`config.mk`:
```
export PLATFORM = sky130hd
export DESIGN_NAME = fifo_rr_write_arbiter
export DESIGN_NICKNAME = d
export VERILOG_FILES = /design/src/rtl/fifo_rr_write_arbiter.sv
export SDC_FILE = /design/constraint.sdc
export NUM_CORES = 1
export LEC_CHECK = 0
export CAP_MARGIN = 20
export CELL_PAD_IN_SITES_DETAIL_PLACEMENT = 0
export CELL_PAD_IN_SITES_GLOBAL_PLACEMENT = 2
export CORE_UTILIZATION = 18
export CTS_CLUSTER_SIZE = 24
export DETAILED_ROUTE_END_ITERATION = 7
export PLACE_DENSITY = 0.78
export SLEW_MARGIN = 0
export SYNTH_ARGS = -nofsm -noshare
export SYNTH_HDL_FRONTEND = slang
export SYNTH_SLANG_ARGS = --single-unit
```
`constraint.sdc`:
```
create_clock -name clk -period 1.8 [get_ports clk]
set_input_delay 0.36 -clock clk [delete_from_list [all_inputs] [get_ports clk]]
set_output_delay 0.36 -clock clk [all_outputs]
set_load 0.005 [all_outputs]
```
`src/rtl/fifo_rr_write_arbiter.sv`:
```
// Round-robin write-port arbiter for a shared fifo_with_error_detection.
// Grants one requester per cycle with zero-latency pass-through to the FIFO
// write port. On a parity error it holds the FIFO in reset, then resumes.
module fifo_rr_write_arbiter #(
    parameter int unsigned NUM_REQ      = 4,
    parameter int unsigned GNT_W        = 2,
    parameter int unsigned DATA_WIDTH   = 8,
    parameter int unsigned FLUSH_CYCLES = 4,
    parameter int unsigned CNT_W        = 8
) (
    input  logic                          clk,
    input  logic                          rst_n,
    input  logic [NUM_REQ-1:0]            req_valid,
    input  logic [NUM_REQ*DATA_WIDTH-1:0] req_data,
    output logic [NUM_REQ-1:0]            req_ready,
    output logic                          fifo_wr_en,
    output logic [DATA_WIDTH-1:0]         fifo_wr_data,
    input  logic                          fifo_full,
    input  logic                          fifo_overflow,
    input  logic                          fifo_parity_error,
    output logic                          fifo_rst_n,
    output logic [GNT_W-1:0]              grant_id,
    output logic [1:0]                    state,
    output logic [CNT_W-1:0]              err_count,
    output logic                          proto_err
);

    localparam int unsigned FC_W = (FLUSH_CYCLES > 1) ? $clog2(FLUSH_CYCLES) : 1;

    typedef enum logic [1:0] {
        ST_RUN     = 2'd0,
        ST_FLUSH   = 2'd1,
        ST_RECOVER = 2'd2
    } state_t;

    state_t                  fsm_st;
    logic [FC_W-1:0]         flush_cnt;
    logic [GNT_W-1:0]        last_grant;
    logic [DATA_WIDTH-1:0]   data_arr [NUM_REQ];
    logic                    eligible;
    logic                    win_found;
    logic [GNT_W-1:0]        winner;
    logic [GNT_W-1:0]        idx;
    logic                    xfer;

    // Unpack the flat payload bus into one word per requester.
    for (genvar g = 0; g < NUM_REQ; g++) begin : g_unpack
        assign data_arr[g] = req_data[g*DATA_WIDTH +: DATA_WIDTH];
    end

    // Grants only in RUN with room in the FIFO; system reset blocks everything.
    assign eligible = rst_n && (fsm_st == ST_RUN) && !fifo_full;
    assign xfer     = eligible && win_found;
    assign state    = fsm_st;

    // Round-robin search starting just after the last accepted requester.
    always_comb begin
        win_found = 1'b0;
        winner    = '0;
        idx       = '0;
        for (int unsigned k = 1; k <= NUM_REQ; k++) begin
            idx = GNT_W'((32'(last_grant) + k) % NUM_REQ);
            if (!win_found && req_valid[idx]) begin
                win_found = 1'b1;
                winner    = idx;
            end
        end
    end

    // Same-cycle handshake and FIFO write for the winner.
    always_comb begin
        req_ready    = '0;
        fifo_wr_en   = 1'b0;
        fifo_wr_data = '0;
        if (xfer) begin
            req_ready[winner] = 1'b1;
            fifo_wr_en        = 1'b1;
            fifo_wr_data      = data_arr[winner];
        end
    end

    // Pointer, health supervision and flush/recover sequencing.
    always_ff @(posedge clk) begin
        if (!rst_n) begin
            fsm_st     <= ST_RUN;
            flush_cnt  <= '0;
            last_grant <= GNT_W'(NUM_REQ - 1);
            grant_id   <= '0;
            err_count  <= '0;
            proto_err  <= 1'b0;
            fifo_rst_n <= 1'b1;
        end else begin
            if (fifo_overflow) begin
                proto_err <= 1'b1;
            end
            if (xfer) begin
                last_grant <= winner;
                grant_id   <= winner;
            end
            case (fsm_st)
                ST_RUN: begin
                    if (fifo_parity_error) begin
                        fsm_st     <= ST_FLUSH;
                        fifo_rst_n <= 1'b0;
                        flush_cnt  <= '0;
                        if (err_count != '1) begin
                            err_count <= err_count + CNT_W'(1);
                        end
                    end
                end
                ST_FLUSH: begin
                    if (flush_cnt == FC_W'(FLUSH_CYCLES - 1)) begin
                        fsm_st     <= ST_RECOVER;
                        fifo_rst_n <= 1'b1;
                    end else begin
                        flush_cnt <= flush_cnt + FC_W'(1);
                    end
                end
                ST_RECOVER: begin
                    fsm_st <= ST_RUN;
                end
                default: begin
                    fsm_st <= ST_RUN;
                end
            endcase
        end
    end

endmodule
```
Word level (Yosys, flattened, before mapping)
Index checks and enable logic that the tools add are counted.
{"block": "totals", "input_bits": 41, "regBits": 18, "mem_count": 0, "latchBits": 0, "rom_bits": 0, "out_inout_bits": 27, "ram_bits": 0, "wordCells": 77}
{"block": "classes", "shift": 0, "div_mod_pow": 0, "n_eq_ne": 6, "n_mul": 0, "reduce_logical": 17, "mux": 33, "bitwise": 1, "n_lt_le_gt_ge": 7, "n_addsub": 6}
{"operator": "two-way mux 8 bit", "n": 3}
{"operator": "binary-select mux 8 bit (select 2 bit)", "n": 1}
{"operator": "two-way mux 2 bit", "n": 8}
{"operator": "< comparator 2 x 3 -> 1 bit, second input constant", "n": 5}
{"operator": "two-way mux 1 bit", "n": 12}
{"operator": "AND reduction 3 bit", "n": 3}
{"operator": "adder 8 x 1 -> 8 bit, second input constant", "n": 1}
{"operator": "binary-select mux 1 bit (select 2 bit)", "n": 4}
{"operator": "inequality test 8 bit, second input constant", "n": 1}
{"operator": "one-hot mux 2 bit (2 select lines)", "n": 2}
{"operator": "logical AND 1 bit", "n": 7}
{"operator": "adder 2 x 1 -> 2 bit, second input constant", "n": 3}
{"operator": "inequality test 2 bit, second input constant", "n": 3}
{"operator": "adder 2 bit, second input constant", "n": 2}
{"operator": "zero test 1 bit", "n": 4}
{"operator": "two-way mux 4 bit", "n": 1}
{"operator": ">= comparator 3 bit, second input constant", "n": 1}
{"operator": "inverter 2 -> 3 bit", "n": 1}
{"operator": "demux 1 bit (select 2 bit)", "n": 1}
{"operator": "equality test 2 x 1 -> 1 bit, second input constant", "n": 1}
{"operator": "equality test 2 bit, second input constant", "n": 1}
{"operator": ">= comparator 2 x 1 -> 1 bit, second input constant", "n": 1}
{"operator": "zero test 2 bit", "n": 1}
{"operator": "one-hot mux 1 bit (2 select lines)", "n": 1}
{"operator": "2 further kinds", "n": 2}

Logic depth before layout (Yosys ltp)
{"block": "depth", "depth_word": 18, "depth_mapped": 7, "depth_no_buf": 6}

Worst setup path after synthesis
No wires, ideal clock.
{"block": "synth_path", "path_type": "register to output", "startpoint": "register fsm_st[0], in the netlist state[0]", "endpoint": "output fifo_wr_data[0]", "path_stages_with_launch": 5, "path_slack_ns": 0.023, "t_arrival_ns": 1.417, "required_time_ns": 1.440, "path_buffers": 1, "path_cell_list": "dfxtp_1 buf_2 a2111oi_4 nand2_2 o22ai_1"}
{"block": "synth_via", "elab_chain_len": 5}
{"item": "from (decl)", "line_no": "36", "rtl": "state_t fsm_st;"}
{"item": "from (signal assigned)", "line_no": "85", "rtl": "fsm_st <= ST_RUN;"}
{"item": "from (signal assigned)", "line_no": "103", "rtl": "fsm_st <= ST_FLUSH;"}
{"item": "from (signal assigned)", "line_no": "113", "rtl": "fsm_st <= ST_RECOVER;"}
{"item": "zero test 2 bit", "line_no": "52", "rtl": "assign eligible = rst_n && (fsm_st == ST_RUN) && !fifo_full;"}
{"item": "logical AND 1 bit (2 in series)", "line_no": "52"}
{"item": "logical AND 1 bit", "line_no": "53", "rtl": "assign xfer = eligible && win_found;"}
{"item": "two-way mux 8 bit", "line_no": "75", "rtl": "if (xfer) begin"}
{"item": "to (decl)", "line_no": "17", "rtl": "output logic [DATA_WIDTH-1:0] fifo_wr_data,"}
Every way passes these cells.

Worst setup path in the final report
{"block": "layout_path", "startpoint": "input req_valid[3]", "endpoint": "output fifo_wr_data[5]"}
{"block": "layout_via", "elab_chain_len": 17, "word_cells_on_any_way": 28, "cone_classes": "20 x mux; 1 x bitwise; 7 x reduce/logical"}
{"item": "from (decl)", "line_no": "13", "rtl": "input logic [NUM_REQ-1:0] req_valid,"}
{"item": "binary-select mux 1 bit (select 2 bit)", "line_no": "63", "rtl": "if (!win_found && req_valid[idx]) begin"}
{"item": "two-way mux 1 bit (implied by the code)", "line_no": "63"}
{"item": "two-way mux 1 bit", "line_no": "63"}
{"item": "zero test 1 bit", "line_no": "63"}
{"item": "logical AND 1 bit", "line_no": "63"}
{"item": "two-way mux 1 bit", "line_no": "63"}
{"item": "zero test 1 bit", "line_no": "63"}
{"item": "logical AND 1 bit", "line_no": "63"}
{"item": "two-way mux 1 bit", "line_no": "63"}
{"item": "zero test 1 bit", "line_no": "63"}
{"item": "logical AND 1 bit", "line_no": "63"}
{"item": "two-way mux 2 bit", "line_no": "63"}
{"item": "inverter 2 -> 3 bit (implied by the code)", "line_no": "78", "rtl": "fifo_wr_data = data_arr[winner];"}
{"item": "binary-select mux 8 bit (select 2 bit)", "line_no": "78"}
{"item": "two-way mux 8 bit (implied by the code) (2 in series)", "line_no": "78"}
{"item": "two-way mux 8 bit (*)", "line_no": "75"}
Every way passes the cells marked *; elsewhere a longest branch is shown, timed or not. The select of a mux whose other input is x is not followed.

==> key figures <==
Clocking
  • Root buf cell: clkbuf_8
  • Clk Latency, worst-skew pair: 250 ps
  • Hold buffer count at cts: 0
  • CTS max path bufs: 2
  • Clk pin slew, worst setup/hold paths: 70 ps
  • Clk sink count: 18
  • TritonCTS clock tree: built
  • H-tree Lvls: 1
  • CTS buffer count: 3

STA
  • RSZ-0062 raised after global routing: true
  • Final TNS setup: -2100 ps
  • Final worst setup slack: -252 ps
  • FMAX: 487 MHz
  • Final worst path period share: 114%
  • Setup violations, final: 11
  • Worst slew pin tran: 278 ps
  • Final count of hold timing violations: 0
  • Final Max Tran Viols: 0
  • Final clock skew: 2.72 ps
  • Slew headroom: 81.3%
  • Min cycle time layout: 2050 ps

Placed design
  • GPL Wtd Cong: 0.777
  • Post-DP HPWL: 2670 um
  • I/O Buffers: 67

Logic synthesis
  • Post-synth EDFFs: 0
  • Post-synth top cells: 19 x mux2i_1, 18 x dfxtp_1, 10 x nor2_1
  • Syn Nets: 172
  • Share of flip-flops with an asynchronous set or reset: 0%
  • Synth Flop Type: dfxtp_1
  • Seq/Total Area, Yosys: 31.7%
  • Yosys top cell area share: 31.7%
  • YS warnings: 0
  • Count of different cell masters after synthesis: 38
  • Synth top area cells: dfxtp_1 32%, mux2i_1 17%, o22ai_1 4.4%
  • Syn Area/Cell: 8.82 um^2
  • Cell Area, Synth: 1140 um^2
  • Cells after synthesis: 129
  • Number of synthesized register bits: 18
  • Top-count cell post-synth: mux2i_1
  • Synth area leader: dfxtp_1

Floorplanning
  • Die width: 81.5 um
  • Core area: 5990 um^2
  • Die area: 6640 um^2
  • Std-Cell Rows: 28
  • Io pins: 68
  • Initial Util: 19.0%
  • Die Ht: 81.5 um

Setup path
  • Crit path kind: input port to output port
  • Worst EP arrival: 1690 ps
  • Critical Path Fanout Max: 6
  • Worst path required time: 1440 ps
  • Critical path startpoint category: input port
  • CP Capture Type: output port

Power and ir drop
  • Comb power frac: 37.1%
  • P_leak: 0.957 nW
  • Clock share of power: 27.1%
  • Int Pwr: 0.885 mW
  • Overall Power: 1.21 mW
  • Switching pwr: 0.329 mW
  • Worst VDD drop: 0.492 mV
  • Switching part of the total: 27.1%
  • Power per standard cell area: 541 nW/um^2
  • Sequential power share: 35.8%

Route
  • WL per Instance: 12.9 um
  • Max layer used: met4
  • Vias: 1290
  • DRT Pass-1 Iters: 4
  • Post-DRT Antenna Nets: 0
  • Vias per cell: 4.31
  • Met2 wire length: 1850 um
  • DR iter-0 viols: 19
  • DRC: 0
  • Met3 routed WL: 272 um
  • Wl on met1: 1740 um
  • WL final: 3870 um

Final layout
  • Area grow syn2layout: 97.1%
  • Layout cells sized above 1: 32.1%
  • # diodes: 0
  • Final nets: 268

Outcome
  • Status: finished, violations left
  • Failing checks: negative setup slack

Global routing
  • Largest net degree at the start of global routing: 16
  • Total GRT Usage: 11.7%
  • GRT overflow: 0
  • Number of global-route vias before repair: 1205
  • First-pass GRT wire length: 5990 um
  • Initial antenna violation count: 0

Worst hold path
  • Tightest Hold Check Type: flop to flop

Job
  • Maxcap violations: 0
-- registers in the layout, indices dropped and copies added (netlist names) --
signal / count
last_grant: 2
grant_id: 2
state: 2
proto_err: 1
flush_cnt: 2
err_count: 8
fifo_rst_n: 1
-- final timing paths --
| path | startpoint | endpoint | slack (ps) | depth (start not counted) |
|---|---|---|---|---|
| max | req_valid[3] | fifo_wr_data[5] | -250 | 8 |
| min | proto_err$_SDFFE_PN0P_ | proto_err$_SDFFE_PN0P_ | 460 | 1 |
| max reg2reg | state[0]$_SDFFE_PN0P_ | last_grant[1]$_SDFFE_PN1P_ | 230 | 8 |
| min reg2reg | proto_err$_SDFFE_PN0P_ | proto_err$_SDFFE_PN0P_ | 460 | 1 |
-- cells in the final DEF (no fill, tap or decap), drive strengths merged, types with 5 or more instances in the layout --
cell type,netlist,final
clkdlybuf4s50,0,48
mux2i,19,19
and2,5,5
dfxtp,18,18
nand2,7,8
buf,3,43
o21ai,5,5
a21oi,7,7
nor2b,5,5
nor2,10,10
o22ai,8,8
-- per-stage QoR --
step	util [%]	hold slack [ps]	worst slack, ps	cell area (um^2)	std cells
floorplan	-	464	23.1	1140	129
global placement	33.4	447	-958	2000	281
detailed placement	33.4	452	-987	2000	281
CTS	36.8	468	-330	2200	296
global route	37.4	493	-346	2240	299
finish	37.4	464	-252	2240	299
-- what timing repair did --
item,CTS,global route
setup buffers,9,5
setup endpoints to repair,15,14
resized for setup,85,22
cloned,2,0
pin swaps,14,13
-- layout make-up --
type | count | area, um^2
fillers | 620 | 3750
repair buffers | 95 | 860
multi-input cells | 103 | 851
flip-flops and latches | 18 | 368
well taps | 75 | 93.8
clock buffers | 4 | 55.1
inverters | 4 | 15.0
-- power by group through the flow --
stage	clock network, mW	logic, mW	registers [mW]
after floorplan	0	0.170	0.439
after global placement	0	0.379	0.443
after detailed placement	0	0.378	0.444
after CTS	0.350	0.450	0.435
after global routing	0.371	0.481	0.438
final	0.329	0.450	0.435
-- cell families (layout without fill, tap and decap cells) --
family,after synthesis,count (layout),synth area share (%)
simple gates,42,43,20.0
compound gates,32,32,20.1
mux,20,20,17.7
flops,18,18,31.7
buf+inv,9,103,3.63
xor+xnor,6,6,4.62
fa+ha+maj,2,2,2.20
-- worst max-delay path, cell delays in order --
cell,delay (ps)
clkdlybuf4s15_2,200
buf_6,130
mux2i_1,130
o221a_2,270
buf_6,160
mux2i_2,220
o22ai_2,90
buf_2,130
-- per-layer routing --
layer	track usage [%]	vias to the layer above
met3	2.67	2
li1	-	655
met1	14.9	600
met2	20.2	33
met4	1.79	0
met5	0	-
Note: power is estimated with default switching activity, not from simulation.
